### config.mk
export PLATFORM = sky130hd
export DESIGN_NAME = serial_adder
export DESIGN_NICKNAME = d
export VERILOG_FILES = /design/src/rtl/serial_adder_pkg.sv /design/src/rtl/adderfull.sv /design/src/rtl/serial_adder.sv
export SDC_FILE = /design/constraint.sdc
export NUM_CORES = 1
export LEC_CHECK = 0
export ABC_AREA = 1
export BUFFER_PORTS_ARGS = -buffer_cell sky130_fd_sc_hd__buf_2
export CAP_MARGIN = 5
export CORE_UTILIZATION = 35
export DETAILED_ROUTE_END_ITERATION = 12
export PLACE_DENSITY_LB_ADDON = 0.05
export SYNTH_ARGS = -nofsm -noshare
export SYNTH_HDL_FRONTEND = slang
export SYNTH_SLANG_ARGS = --single-unit
### constraint.sdc
create_clock -name clk -period 1.6 [get_ports clk]
set_clock_uncertainty 0.2 [all_clocks]
set_input_delay 0.24 -clock clk [delete_from_list [all_inputs] [get_ports clk]]
set_output_delay 0.24 -clock clk [all_outputs]
set_load 0.01 [all_outputs]
### src/rtl/serial_adder_pkg.sv
// Shared types and defaults for the bit-serial adder.
package serial_adder_pkg;

  typedef enum logic [1:0] {
    IDLE = 2'd0,
    RUN  = 2'd1,
    DONE = 2'd2
  } state_t;

  localparam int DEFAULT_WIDTH = 8;

endpackage

### src/rtl/adderfull.sv
// One-bit combinational full adder used as the bit-slice of the serial adder.
module adderfull (
  input  logic a,
  input  logic b,
  input  logic c_in,
  output logic sum,
  output logic c_out
);

  assign sum   = a ^ b ^ c_in;
  assign c_out = (a & b) | (c_in & (a ^ b));

endmodule

### src/rtl/serial_adder.sv
// WIDTH-bit adder that pushes one operand bit per clock through adderfull, LSB first.
// Optional subtract mode is enabled by defining SERIAL_ADDER_SUB_EN.
module serial_adder
  import serial_adder_pkg::*;
#(
  parameter int WIDTH = DEFAULT_WIDTH
) (
  input  logic             clk,
  input  logic             rst,
`ifdef SERIAL_ADDER_SUB_EN
  input  logic             sub,
`endif
  input  logic             start,
  input  logic [WIDTH-1:0] a,
  input  logic [WIDTH-1:0] b,
  input  logic             c_in,
  output logic             busy,
  output logic             done,
  output logic [WIDTH-1:0] sum,
  output logic             c_out
);

  localparam int CNT_W = $clog2(WIDTH);
  localparam logic [CNT_W-1:0] LAST_CNT = CNT_W'(WIDTH - 1);

  state_t             state_r;
  logic [WIDTH-1:0]   a_sr_r;
  logic [WIDTH-1:0]   b_sr_r;
  logic [WIDTH-1:0]   sum_r;
  logic [CNT_W-1:0]   cnt_r;
  logic               carry_r;
  logic               done_r;
  logic               c_out_r;

  logic               fa_sum_s;
  logic               fa_cout_s;
  logic               accept_s;
  logic [WIDTH-1:0]   b_load_s;
  logic               carry_load_s;

  adderfull u_bit (
    .a     (a_sr_r[0]),
    .b     (b_sr_r[0]),
    .c_in  (carry_r),
    .sum   (fa_sum_s),
    .c_out (fa_cout_s)
  );

  // Start is honoured whenever no bits are in flight, including the done cycle.
  assign accept_s = start & ((state_r == IDLE) | (state_r == DONE));
  assign busy     = (state_r == RUN);
  assign done     = done_r;
  assign sum      = sum_r;
  assign c_out    = c_out_r;

  // Operand B and carry seed at load time; subtract is a + ~b + 1.
  always_comb begin
    b_load_s     = b;
    carry_load_s = c_in;
`ifdef SERIAL_ADDER_SUB_EN
    if (sub) begin
      b_load_s     = ~b;
      carry_load_s = 1'b1;
    end else begin
      b_load_s     = b;
      carry_load_s = c_in;
    end
`endif
  end

  // Control FSM, operand shifters, carry flop and result registers.
  always_ff @(posedge clk) begin
    if (rst) begin
      state_r <= IDLE;
      a_sr_r  <= '0;
      b_sr_r  <= '0;
      sum_r   <= '0;
      cnt_r   <= '0;
      carry_r <= 1'b0;
      done_r  <= 1'b0;
      c_out_r <= 1'b0;
    end else begin
      done_r <= 1'b0;
      if (accept_s) begin
        a_sr_r  <= a;
        b_sr_r  <= b_load_s;
        carry_r <= carry_load_s;
        cnt_r   <= '0;
        sum_r   <= '0;
        state_r <= RUN;
      end else begin
        case (state_r)
          IDLE: state_r <= IDLE;
          RUN: begin
            sum_r   <= {fa_sum_s, sum_r[WIDTH-1:1]};
            carry_r <= fa_cout_s;
            a_sr_r  <= a_sr_r >> 1;
            b_sr_r  <= b_sr_r >> 1;
            cnt_r   <= cnt_r + 1'b1;
            if (cnt_r == LAST_CNT) begin
              c_out_r <= fa_cout_s;
              done_r  <= 1'b1;
              state_r <= DONE;
            end else begin
              state_r <= RUN;
            end
          end
          DONE:    state_r <= IDLE;
          default: state_r <= IDLE;
        endcase
      end
    end
  end

endmodule

---- Yosys cells after proc, flatten, opt, wreduce, memory -nomap -nowiden ----
Index checks and enable logic that the tools add are counted.
word-level totals
  register bits ........................... 32
  bits of input ports ..................... 20
  output and inout bits ................... 11
  logic and storage cells ................. 37
cells by class
  $add $sub $neg .......................... 1
  eq/ne operators ......................... 3
  multiplexer cells ....................... 10
  bitwise gates (word level) .............. 9
  reductions and logical operators ........ 5
operators with widths
  operator             count
  $mux 8               4
  $mux 1               5
  $add 3x1->3 const B  1
  $and 1x1->1          3
  $eq 3x3->1 const B   1
  $reduce_and 3->1     1
  $reduce_or 3->1      1
  $eq 2x1->1 const B   1
  $eq 2x2->1 const B   1
  $logic_not 2->1      1
  $mux 2               1
  $not 1->1            2
  $or 1x1->1           2
  $reduce_bool 2->1    1
  $reduce_or 2->1      1
  $xor 1x1->1          2

---- Depth between registers and ports, before layout ----
  depth after elaboration ................. 5
  depth in mapped cells ................... 8
  gate-level depth less buffers ........... 7

---- Hierarchy ----
Synthesis repeated with hierarchy kept, for this count alone.
unflattened totals
  cell total of the unflattened synthesis .. 202
  area, all modules ....................... 1502.7 µm²
modules (own cells, without submodules)
  module        instances  cells an instance  area an instance (µm²)  sequential area each (µm²)
  serial_adder  1          201                1482.7                  620.6
  adderfull     1          1                  20.0                    0.0

---- Worst setup path after synthesis ----
OpenSTA, ideal clock, no wires.
  path type ............................... reg2reg
  start point ............................. register state_r[1]
  end point ............................... register a_sr_r[2]
  setup time .............................. 0.114 ns
  arrival ................................. 0.978 ns
  data required time ...................... 1.286 ns
  path slack .............................. 0.308 ns
  cell stages (with the launch flop) ...... 7
  path buffers ............................ 2
  clock period less this slack ............ 1.292 ns
  path through ............................ dfxtp_1 -> inv_1 -> nand2_4 -> buf_6 -> buf_6 -> nor2_1 -> nor2_2
on the way
  longest elaborated chain between the ends .. 4
  elaborated cells on any way between the ends .. 7
  those cells by class .................... eq/ne: 2; mux: 1; bitwise: 2; reduce/logical: 2
RTL lines
  what                                                  line                RTL
  from (decl)                                           serial_adder.sv:26  state_t state_r;
  from (signal assigned)                                serial_adder.sv:74  state_r <= IDLE;
  from (signal assigned)                                serial_adder.sv:90  state_r <= RUN;
  from (signal assigned)                                serial_adder.sv:93  IDLE: state_r <= IDLE;
  $eq 2x2->1 / $logic_not 2->1 (equally long branches)  serial_adder.sv:50  assign accept_s = start & ((state_r == IDLE) | (state_r == DONE));
  $or 1x1->1                                            serial_adder.sv:50
  $and 1x1->1                                           serial_adder.sv:50
  $mux 8 / $reduce_bool 2->1 (equally long branches)    --
  to (signal assigned)                                  serial_adder.sv:97  a_sr_r <= a_sr_r >> 1;
  to (decl)                                             serial_adder.sv:27  logic [WIDTH-1:0] a_sr_r;
Several ways; a longest one is shown, not always the timed one.
A chain may end at the register's enable or synchronous reset.

---- Worst setup path after layout ----
  start point ............................. register state_r[1]
  end point ............................... output port busy
on the way
  longest elaborated chain between the ends .. 1
RTL lines
  what        line                RTL
  $eq 2x1->1  serial_adder.sv:51  assign busy = (state_r == RUN);
  to (decl)   serial_adder.sv:17  output logic busy,
Every way passes these cells.

==> run metrics <==
core area 4350 µm²; most frequent cells in the layout 43 x nand2_1, 30 x dfxtp_1, 30 x buf_2; Seq/Total Area, Yosys 0.391; fin nets 264; first-pass GRT wire length about 5.7 mm; CP Launch Point state_r[1]$_SDFF_PP0_; number of CTS-inserted buffers 5; Tmin final 1.48 ns; crit path DAT between 1 and 1.5 ns; Via density between 4 and 5; number of synthesized register bits 31; Rel. slew slack 0.778; detailed-route via count 1333; leakage power 0.901 nW; FF-to-FF Start state_r[1]$_SDFF_PP0_; Synth cell types 24; Hold Startpoint a[4]; Post-Syn Nets around 230; 1st-pass router iterations 4; Yosys Warn Count 0; Post-DP HPWL 2.38 mm; mean routed wirelength per cell between 10 and 15 µm; layout cells sized above 1 0.390; worst ir drop on vdd 0.538 mV; Placer Congestion 0.773; Worst Hold Class primary input to flip-flop; Initial Util 0.365; FP Rows 24; largest net degree at the start of global routing 18; Fin. Hold Viols 0; part of the cycle the worst path needs 0.927; Power Density 944 nW/µm²; leading cell type in the layout, fill and taps excluded nand2_1; Worst Max-Slew Pin Slew roughly 0.33 ns; Mapped Cells 203; clk_lat worst skew ~0.28 ns; Max clock buf depth 2; Max Clk Rate between 600 and 700 MHz; clock sinks 31; final core occ 0.431; antenna violations before repair 0; Layout Cells excl Fill approximately 300; crit path kind flip-flop to output port; Reg clk slew, reported paths roughly 0.070 ns; die width 69.4 µm; number of inserted diodes 0; synthesis-to-layout area growth 18.1%; die area just under 5000 µm²; Hold WS between 0.07 and 0.08 ns; max-slew violations 0; fill count 468; status finished, final reports clean; die height between 60 and 70 µm; Post-Syn Area roughly 1600 µm²; vias in the first global route ~1.3k; Setup Total Neg Slack 0 ns; syn avg cell area approximately 7.8 µm²; post-route ant nets 0; Worst setup EP type output port; Setup Viol. Count Final 0; Worst Path Required ~1.2 ns; final WL 3.30 mm; Placed Instances roughly 280; H-Tree Depth 2; Setup crit start kind flip-flop; CP max FO 12; initial DRC count 30; Port Buffers 30; RSZ-0062 raised after global routing false; Max Cap Violations 0; drt drc 0; CTS tree yes; I/O Pins 31; GRT overflow 0; Root Buffer clkbuf_8; Overall Global Routing Usage 0.153
==> metal layers <==
metal	global-route usage	routed length, µm
met4	0.0544	26
met5	0	0
met2	0.264	1670
met1	0.167	1480
met3	0.0640	123
==> worst paths after layout <==
| path | slack, ns | endpoint | depth (start not counted) |
|---|---|---|---|
| min | 0.08 | a_sr_r[4]$_SDFFE_PP0P_ | 5 |
| max | 0.12 | busy | 4 |
| max reg2reg | 0.19 | a_sr_r[5]$_SDFFE_PP0P_ | 8 |
| min reg2reg | 0.28 | cnt_r[2]$_SDFFE_PP0N_ | 2 |
==> power breakdown <==
| part | total [mW] | leakage, nW | internal (mW) | switching [mW] |
|---|---|---|---|---|
| registers | 0.846 | 0.254 | 0.818 | 0.0282 |
| logic | 0.296 | 0.600 | 0.116 | 0.181 |
| clock network | 0.628 | 0.0470 | 0.337 | 0.291 |
| total | 1.77 | 0.901 | 1.27 | 0.500 |
==> through the flow <==
| stage | power [mW] | worst slack [ns] | cell area, µm² |
|---|---|---|---|
| after global placement | 1.14 | 0.183 | 1740 |
| after floorplan | 1.10 | 0.308 | 1590 |
| after global routing | 1.87 | 0.0473 | 1880 |
| after detailed placement | 1.15 | 0.162 | 1740 |
| final | 1.77 | 0.117 | 1880 |
| after CTS | 1.79 | 0.00834 | 1850 |
==> synthesized netlist by cell type <==
master | number | area share
a21oi_1 | 6 | 0.019
a21oi_2 | 12 | 0.066
buf_12 | 1 | 0.013
buf_2 | 2 | 0.0063
buf_4 | 1 | 0.0047
buf_6 | 5 | 0.035
buf_8 | 1 | 0.0094
dfxtp_1 | 31 | 0.39
fa_1 | 1 | 0.013
ha_1 | 2 | 0.016
inv_1 | 25 | 0.059
inv_2 | 5 | 0.012
inv_4 | 1 | 0.0039
nand2_1 | 43 | 0.10
nand2_2 | 11 | 0.043
nand2_4 | 5 | 0.035
nand3_1 | 17 | 0.054
nand3_2 | 2 | 0.013
nor2_1 | 17 | 0.040
nor2_2 | 6 | 0.024
o21ai_0 | 2 | 0.0063
o21ai_1 | 1 | 0.0031
o21ai_2 | 5 | 0.028
xor2_1 | 1 | 0.0055
==> flip-flops by register name, summed over array words and instances (netlist names) <==
name	count
a_sr_r	8
b_sr_r	8
c_out	1
carry_r	1
cnt_r	3
state_r	2
sum	8
==> logic make-up (layout without fill, tap and decap cells) <==
family                   count (synthesis)  after routing  share of synthesized area
AO/OA/AOI/OAI                           26             26                      0.122
AND/OR/NAND/NOR                        101            101                      0.310
buffers and inverters                   41             79                      0.143
flip-flops                              31             31                      0.391
adder cells (fa/ha/maj)                  3              3                     0.0283
XOR/XNOR                                 1              1                    0.00551
==> worst max-delay path, stage by stage (launching register included) <==
cell and delay (ns):
dfxtp_1 0.32, inv_1 0.11, nand2_4 0.09, inv_6 0.10
buf_2 0.14
==> layout make-up <==
type	instances	area [µm²]	share of cell area
Clock buffer	6	82.6	0.0440
Clock inverter	1	5.00	0.00267
Inverter	31	124	0.0660
Multi-Input combinational cell	131	741	0.395
Sequential cell	31	622	0.331
Tap cell	52	65.1	0.0347
Timing Repair Buffer	41	238	0.127
==> repair_timing <==
item	in CTS	in global routing
gates cloned	0	0
buffers inserted	0	3
pin swaps	0	1
hold endpoints to repair	2	0
gates resized for setup	3	0
hold buffers	2	0
endpoints found under the setup margin	1	1
(Power assumes the default switching activity.)
